<file path="config.mk">
export PLATFORM = sky130hd
export DESIGN_NAME = uncached_mem_resp
export DESIGN_NICKNAME = d
export VERILOG_FILES = /design/src/rtl/uncached_mem_resp.sv
export SDC_FILE = /design/constraint.sdc
export NUM_CORES = 1
export LEC_CHECK = 0
export CAP_MARGIN = 5
export CORE_MARGIN = 4
export CORE_UTILIZATION = 44
export CTS_BUF_LIST = sky130_fd_sc_hd__clkbuf_8
export DETAILED_ROUTE_END_ITERATION = 16
export PLACE_DENSITY = 0.86
export SLEW_MARGIN = 0
export SYNTH_ARGS = -nofsm -noshare
export SYNTH_HDL_FRONTEND = slang
export SYNTH_SLANG_ARGS = --single-unit
</file>
<file path="constraint.sdc">
create_clock -name aclk -period 3.4 [get_ports aclk]
set_input_delay 0.51 -clock aclk [delete_from_list [all_inputs] [get_ports aclk]]
set_output_delay 0.51 -clock aclk [all_outputs]
set_load 0.01 [all_outputs]
</file>
<file path="src/rtl/uncached_mem_resp.sv">
// Uncached data-memory responder: serves one load/store/LL/SC from EX1
// as a single AXI4-Lite transaction and owns the LLbit used by SC.
module uncached_mem_resp (
  input  logic        aclk,
  input  logic        aresetn,
  input  logic        pipe_rvalid,
  input  logic        pipe_wvalid,
  input  logic        pipe_op,
  input  logic [3:0]  pipe_write_type,
  input  logic [31:0] pipe_addr,
  input  logic [31:0] pipe_wdata,
  input  logic        pipe_is_atom,
  input  logic        llbit_clear,
  output logic        pipe_rready,
  output logic        pipe_wready,
  output logic [31:0] pipe_rdata,
  output logic        llbit,
  output logic [31:0] m_araddr,
  output logic        m_arvalid,
  input  logic        m_arready,
  input  logic [31:0] m_rdata,
  input  logic        m_rvalid,
  output logic        m_rready,
  output logic [31:0] m_awaddr,
  output logic        m_awvalid,
  input  logic        m_awready,
  output logic [31:0] m_wdata,
  output logic [3:0]  m_wstrb,
  output logic        m_wvalid,
  input  logic        m_wready,
  input  logic        m_bvalid,
  output logic        m_bready
);

  typedef enum logic [2:0] {
    S_IDLE, S_AR, S_R, S_AW_W, S_B, S_RESP
  } state_e;

  state_e      state_q, state_d;
  logic [29:0] addr_q, addr_d;
  logic        wr_q, wr_d;
  logic        atom_q, atom_d;
  logic [3:0]  wstrb_q, wstrb_d;
  logic [31:0] wdata_q, wdata_d;
  logic [31:0] rdata_q, rdata_d;
  logic        aw_done_q, aw_done_d;
  logic        w_done_q, w_done_d;
  logic        llbit_q, llbit_d;
  logic        req_wr;

  // State and captured-request registers; reset abandons any transaction
  always_ff @(posedge aclk) begin
    if (!aresetn) begin
      state_q   <= S_IDLE;
      addr_q    <= '0;
      wr_q      <= 1'b0;
      atom_q    <= 1'b0;
      wstrb_q   <= '0;
      wdata_q   <= '0;
      rdata_q   <= '0;
      aw_done_q <= 1'b0;
      w_done_q  <= 1'b0;
      llbit_q   <= 1'b0;
    end else begin
      state_q   <= state_d;
      addr_q    <= addr_d;
      wr_q      <= wr_d;
      atom_q    <= atom_d;
      wstrb_q   <= wstrb_d;
      wdata_q   <= wdata_d;
      rdata_q   <= rdata_d;
      aw_done_q <= aw_done_d;
      w_done_q  <= w_done_d;
      llbit_q   <= llbit_d;
    end
  end

  // Next-state: request capture, bus handshakes, result and LLbit update
  always_comb begin
    state_d   = state_q;
    addr_d    = addr_q;
    wr_d      = wr_q;
    atom_d    = atom_q;
    wstrb_d   = wstrb_q;
    wdata_d   = wdata_q;
    rdata_d   = rdata_q;
    aw_done_d = aw_done_q;
    w_done_d  = w_done_q;
    llbit_d   = llbit_q;
    // A lone valid names the direction; with both set, pipe_op decides
    req_wr    = (pipe_rvalid & pipe_wvalid) ? pipe_op : pipe_wvalid;

    unique case (state_q)
      S_IDLE: begin
        if (pipe_rvalid | pipe_wvalid) begin
          addr_d    = pipe_addr[31:2];
          wr_d      = req_wr;
          atom_d    = pipe_is_atom;
          wstrb_d   = pipe_write_type << pipe_addr[1:0];
          aw_done_d = 1'b0;
          w_done_d  = 1'b0;
          case (pipe_write_type)
            4'b0001: wdata_d = {4{pipe_wdata[7:0]}};
            4'b0011: wdata_d = {2{pipe_wdata[15:0]}};
            default: wdata_d = pipe_wdata;
          endcase
          if (!req_wr) begin
            state_d = S_AR;
          end else if (pipe_is_atom && !llbit_q) begin
            // SC without reservation fails immediately, no bus traffic
            rdata_d = '0;
            state_d = S_RESP;
          end else begin
            state_d = S_AW_W;
          end
        end
      end
      S_AR: begin
        if (m_arready) state_d = S_R;
      end
      S_R: begin
        if (m_rvalid) begin
          rdata_d = m_rdata;
          state_d = S_RESP;
        end
      end
      S_AW_W: begin
        // AW and W complete independently; both may finish in one cycle
        aw_done_d = aw_done_q | m_awready;
        w_done_d  = w_done_q | m_wready;
        if (aw_done_d && w_done_d) state_d = S_B;
      end
      S_B: begin
        if (m_bvalid) begin
          rdata_d = {31'b0, atom_q};
          state_d = S_RESP;
        end
      end
      S_RESP: state_d = S_IDLE;
      default: state_d = S_IDLE;
    endcase

    if (llbit_clear) begin
      llbit_d = 1'b0;
    end else if (state_q == S_RESP && atom_q) begin
      // LL completion sets the reservation, SC completion consumes it
      llbit_d = ~wr_q;
    end
  end

  assign m_araddr    = {addr_q, 2'b00};
  assign m_awaddr    = {addr_q, 2'b00};
  assign m_wdata     = wdata_q;
  assign m_wstrb     = wstrb_q;
  assign m_arvalid   = (state_q == S_AR);
  assign m_rready    = (state_q == S_R);
  assign m_awvalid   = (state_q == S_AW_W) && !aw_done_q;
  assign m_wvalid    = (state_q == S_AW_W) && !w_done_q;
  assign m_bready    = (state_q == S_B);
  assign pipe_rready = (state_q == S_RESP) && !wr_q;
  assign pipe_wready = (state_q == S_RESP) && wr_q;
  assign pipe_rdata  = rdata_q;
  assign llbit       = llbit_q;

endmodule
</file>
==> results of run 1 <==
[worst paths after layout]
check	start	endpoint	cells after the start
setup / recovery	state_q[2]	m_bready	2
hold / removal	m_wstrb[1]	m_wstrb[1]	2
setup reg to reg	state_q[2]	m_wdata[20]	5
hold reg to reg	m_wstrb[1]	m_wstrb[1]	2
[worst max-delay path: stages (launching register included)]
cell and delay (ns):
dfxtp_1 0.67, nor3b_1 0.47, clkdlybuf4s50_1 0.65
[power by group]
group	leakage (nW)	switching [mW]	internal [mW]
combinational	1.77	1.22	1.24
sequential	0.867	0.249	1.54
clock	0.103	0.451	0.369
total	2.74	1.92	3.15
[flip-flops by register name, summed over array words and instances, names as in the netlist]
register	count
pipe_rdata	32
atom_q	1
addr_q	30
llbit	1
w_done_q	1
wr_q	1
m_wstrb	4
state_q	3
m_wdata	32
aw_done_q	1
[placed cells by master (no fill, tap or decap), types with 3 or more instances in the layout]
master / count
buf_4: 9
a211oi_1: 8
dfxtp_1: 106
nand2_1: 167
clkbuf_8: 10
o211ai_1: 9
nor2b_1: 4
nor3b_1: 3
conb_1: 4
nor3_1: 3
a21oi_1: 59
nor2_1: 20
clkdlybuf4s50_1: 247
o21ai_0: 8
mux2i_1: 59
[final cells by class]
type	count	area (um2)
flip-flops and latches	106	2120
multi-input cells	377	2140
clock buffers	10	138
fillers	817	3160
well taps	136	170
clock inverters	6	72.6
repair buffers	257	2560
inverters	2	7.51
[metal layers]
layer  routed length (um)  vias to the layer above  share of wire, %
li1                     -                     2220                 -
met3                 1390                       32               9.4
met2                 7240                      194                49
met4                  428                        0               2.9
met5                    0                        -                 0
met1                 5680                     2147                39
[kinds of logic (layout without fill, tap and decap cells)]
kind of cell           count (synthesis)  count (layout)  synth area share, %
AND/OR/NAND/NOR                      212             212                 19.0
XOR/XNOR                               1               1                0.187
multiplexers                          60              60                 12.8
AO/OA/AOI/OAI                        100             100                 13.0
other                                  1               4               0.0800
flip-flops                           106             106                 45.3
buffers and inverters                 76             275                 9.58
==> results.toml, run 1 <==
[grt]
grt_pass1_vias = 4510
number_of_antenna_violations_at_the_first_check_in_global_routing = 0
grt_use_met1_pct = 25.1
global_route.usage.total_pct = 23.0
grt_util_met2_pct = 40.0
grt_start_max_net_pins = 45
global_route_wire_length_before_repair_um = 23300
globalRouteMet3Util_pct = 9.33
grt_overflow = 0
grt_busiest_layer = "met2"

[drt]
via_per_inst = 5.14
initialDrtViolationCount = 252
drcViolationCount = 0
wl_um = 14700
routed_wirelength_normalized_by_instance_count_um = 16.5
ant_nets = 0
dr.pass1.iters = 4
routed-via-count = 4593

[cells_and_area]
layout-drive-gt1-share_pct = 4.75
final_core_util_pct = 69.5
antenna_cells = 0
layout-area-overhead-vs-synth_pct = 53.8
fin_area_mm2 = 0.00721
design.final.nets = 865
layoutNonFillerInstCount = 894

[place]
dp_hpwl_um = 11300
portBuffers = 247
dp_worst_setup_slack_ns = 0.909
numPlacedInstances = 878
routabilityCongestion = 0.878
detailed_place.area_mm2 = 0.00700

[setup_path]
critPathMaxFanout = 15
timing.critical_path.to_type = "primary output"
timing.setup.critical_path_class = "reg -> out"
crit_path_start_kind = "flop"
timing.critical_path.required_ns = 2.89
r2r_setup_slack_ns = 1.15
worst-endpoint-arrival_ns = 2.15

[synthesis]
syn-mean-instance-area_um2 = 8.43
netlist_area_mm2 = 0.00469
post_synth_num_cell_types = 44
synth.most_common_cell = "nand2_1"
synth.yosys.warnings = 0
async_reset_ff_share_pct = 0
synth.cells.most_frequent = "nand2_1 (167), dfxtp_1 (106), a21oi_1 (59), mux2i_1 (59), buf_4 (34)"
ys_dominant_reg_cell = "dfxtp_1"
synth_seq_cells = 106
synthCells = 556
number_of_enable_flip_flop_cells_after_synthesis = 0
ys_top_cells_by_area = "dfxtp_1 (45%), nand2_1 (13%), mux2i_1 (13%)"
synth.yosys.seq_area_share_pct = 45.3
synthDominantAreaCellType = "dfxtp_1"
yosysTopAreaCellShare_pct = 45.3

[die]
die-area_mm2 = 0.0124
num_io_pins = 252
floorplan.die.height_um = 111
initial_core_util_pct = 45.2
total_number_of_placement_rows = 37
dieWidth_um = 111
floorplan.core_area_mm2 = 0.0104

[timing]
max_slew.worst_pin.slew_ns = 0.690
maxSlewHeadroom_pct = 53.9
final_critical_path_setup_slack_ns = 0.741
period_share_pct = 78.2
setup_violations = 0
fin_setup_tns_ns = 0
final_report_hold_violation_count = 0
rsz_0062_raised_after_global_routing = "false"
timing.hold.ws_ns = 0.459
period_minus_slack_ns = 2.66
clock_skew_ns = 0.0123
fmax_mhz = 376
final-max-slew-violation-count = 0

[clocking]
clock_tree.root_cell = "clkbuf_8"
cts_resized = 0
h-tree-depth = 3
tritoncts.num_buffers = 9
clkSlewWorstSetupHoldPaths_ns = 0.10
cts_buffer_depth = 2
cts.hold.buffers_added = 0
cts_post_setup_buffers_inserted = 0
insertion_delay_ns = 0.37
cts_sinks = 106
clock_tree_from_tritoncts = "built"

[run_status]
run_status = "finished clean"

[power]
power.density_mw_per_mm2 = 703
total_power_mw = 5.07
p_leak_nw = 2.74
worst_ir_drop_on_vdd_mv = 0.385

[hold_path]
worst_hold_path_type = "reg -> reg"

[run]
max_cap_viol_count = 0
Power figures use the tool's default switching activity.
==> run 2: changes to the inputs <==
--- a/config.mk
+++ b/config.mk
@@ -7,10 +7,10 @@
 export LEC_CHECK = 0
 export CAP_MARGIN = 5
 export CORE_MARGIN = 4
-export CORE_UTILIZATION = 44
+export CORE_UTILIZATION = 37
 export CTS_BUF_LIST = sky130_fd_sc_hd__clkbuf_8
 export DETAILED_ROUTE_END_ITERATION = 16
-export PLACE_DENSITY = 0.86
+export PLACE_DENSITY = 0.77
 export SLEW_MARGIN = 0
 export SYNTH_ARGS = -nofsm -noshare
 export SYNTH_HDL_FRONTEND = slang
==> constraint.sdc (replaced) <==
create_clock -name aclk -period 2.35 [get_ports aclk]
set_input_delay 0.3525 -clock aclk [delete_from_list [all_inputs] [get_ports aclk]]
set_output_delay 0.3525 -clock aclk [all_outputs]
set_load 0.01 [all_outputs]
==> run 2 against run 1 <==
Net effect:
- global-route usage shrank 3.1 points
- combinational power grew 50%
- sequential share of layout area shrank 0.39 points
- cell count grew 4.0%
==> results.toml, run 2 (synthesis results as in run 1) <==
[cells_and_area]
final_core_util_pct = 59.9
most_used_cells_in_the_layout_excluding_fill_and_tap_cells = "clkdlybuf4s50_1 (246), nand2_1 (167), dfxtp_1 (104)"
layout-drive-gt1-share_pct = 5.64
fillerInstances = 1096
fin_area_mm2 = 0.00732
design.final.nets = 869
most_common_cell_after_layout_fill_and_taps_aside = "clkdlybuf4s50_1"
antenna_cells = 0
layout-area-overhead-vs-synth_pct = 56.1

[timing]
setup_violations = 0
final_report_hold_violation_count = 0
maxSlewHeadroom_pct = 58.4
fin_setup_tns_ns = 0
fmax_mhz = 457
period_minus_slack_ns = 2.19
period_share_pct = 93.1
max_slew.worst_pin.slew_ns = 0.622
clock_skew_ns = 0.0118
final-max-slew-violation-count = 0
rsz_0062_raised_after_global_routing = "false"

[setup_path]
worst-endpoint-arrival_ns = 1.84
timing.critical_path.to_type = "primary output"
critPathMaxFanout = 15
timing.setup.critical_path_class = "reg -> out"
r2r_cells = 6
critical_path.cell_chain = "nor2b_1, nand2_1, nor2_1, clkdlybuf4s50_1"
critical_path.max_stage_delay_ns = 0.59
timing.critical_path.required_ns = 2.00
crit_path_start_kind = "flop"
cpMaxStageDelayCell = "clkdlybuf4s50_1"

[place]
portBuffers = 247
routabilityCongestion = 0.840
detailed_place.area_mm2 = 0.00709
dp_hpwl_um = 11300

[drt]
routed.top_layer = "met4"
drcViolationCount = 0
wl_um = 14700
initialDrtViolationCount = 185
wl_met1_um = 5900
route.met2.wl_um = 7420
met3_wirelength_um = 1150
ant_nets = 0
routed_wirelength_normalized_by_instance_count_um = 15.9
dr.pass1.iters = 4
via_per_inst = 4.81
routed-via-count = 4473

[clocking]
h-tree-depth = 3
cts.hold.buffers_added = 0
cts_post_setup_buffers_inserted = 0
clkSlewWorstSetupHoldPaths_ns = 0.09
insertion_delay_ns = 0.38
cts_sinks = 106
clock_tree.root_cell = "clkbuf_8"
tritoncts.num_buffers = 9
cts_buffer_depth = 2
clock_tree_from_tritoncts = "built"

[die]
die-area_mm2 = 0.0145
total_number_of_placement_rows = 40
initial_core_util_pct = 38.4
num_io_pins = 252
dieWidth_um = 121
floorplan.die.height_um = 121
floorplan.core_area_mm2 = 0.0122

[grt]
grt_overflow = 0
number_of_antenna_violations_at_the_first_check_in_global_routing = 0
global_route.usage.total_pct = 19.9
grt_start_max_net_pins = 66
global_route_wire_length_before_repair_um = 23300
grt_pass1_vias = 4630

[power]
seq_power_share_pct = 34.3
switchingPower_mw = 2.75
power.internal_mw = 4.75
clock_power_share_pct = 16.4
worst_ir_drop_on_vdd_mv = 0.602
power_frac_comb_pct = 49.4
p_sw_share_pct = 36.7
power.density_mw_per_mm2 = 1020
p_leak_nw = 2.79

[hold_path]
hold_path_depth = 3
worst_hold_path_type = "in -> reg"

[run]
max_cap_viol_count = 0

[run_status]
run_status = "finished clean"
==> run 2: cell types whose count changed in the layout (fill, tap and decap cells not counted), sizes merged <==
cell,previous run,this run
clkdlybuf4s50,247,246
bufinv,1,2
inv,4,3
buf,10,15
==> run 2: worst paths after layout <==
| kind | start | end | slack, ns |
|---|---|---|---|
| hold / removal | aresetn | pipe_rdata[0] | 0.37 |
| setup reg to reg | state_q[2] | pipe_rdata[18] | 0.50 |
| hold reg to reg | m_wdata[0] | m_wdata[0] | 0.46 |
| setup / recovery | state_q[1] | pipe_rready | 0.16 |
==> run 2: what timing repair did <==
| action | 4_1_cts | 5_1_grt |
|---|---|---|
| pin swaps | 0 | 0 |
| endpoints found under the hold margin | 0 | 0 |
| endpoints found under the setup margin | 1 | 2 |
| gates resized for setup | 1 | 2 |
==> run 2: critical path, delay by kind of cell (launching register included) <==
family	cells	cell delay, ns
buffers and inverters	1	0.59
and+or+nand+nor	3	0.47
DFF	1	0.41
==> run 2: cell type report <==
cell class	count	area, um2	area share [%]
Clock buffer	10	138	1.88
Sequential cell	106	2120	29.0
Inverter	2	7.51	0.103
Clock inverter	6	81.3	1.11
Multi-Input combinational cell	377	2150	29.3
Tap cell	168	210	2.87
Timing Repair Buffer	261	2610	35.7
==> run 2: metal layers <==
metal | global-route usage [%] | vias to the layer above
li1 | - | 2225
met1 | 22.6 | 2069
met2 | 35.0 | 159
met3 | 6.55 | 20
met4 | 7.01 | 0
met5 | 0 | -
==> run 2: power groups by stage <==
stage | sequential (mW) | clock [mW] | combinational, mW
global placement | 2.58 | 0 | 3.66
CTS | 2.57 | 1.26 | 3.74
detailed placement | 2.60 | 0 | 3.72
floorplan | 2.71 | 0 | 1.96
finish | 2.57 | 1.23 | 3.70
global route | 2.63 | 1.34 | 4.01
==> run 2: metrics by stage <==
stage                     power, mW  hold slack [ns]  std cells  setup slack, ns
after global placement         6.23            0.443        914            0.340
after global routing           7.99            0.396        930           0.0150
after floorplan                4.67            0.430        559            0.806
after CTS                      7.57            0.355        930           0.0737
final                          7.50            0.369        930            0.162
after detailed placement       6.32            0.447        914            0.268
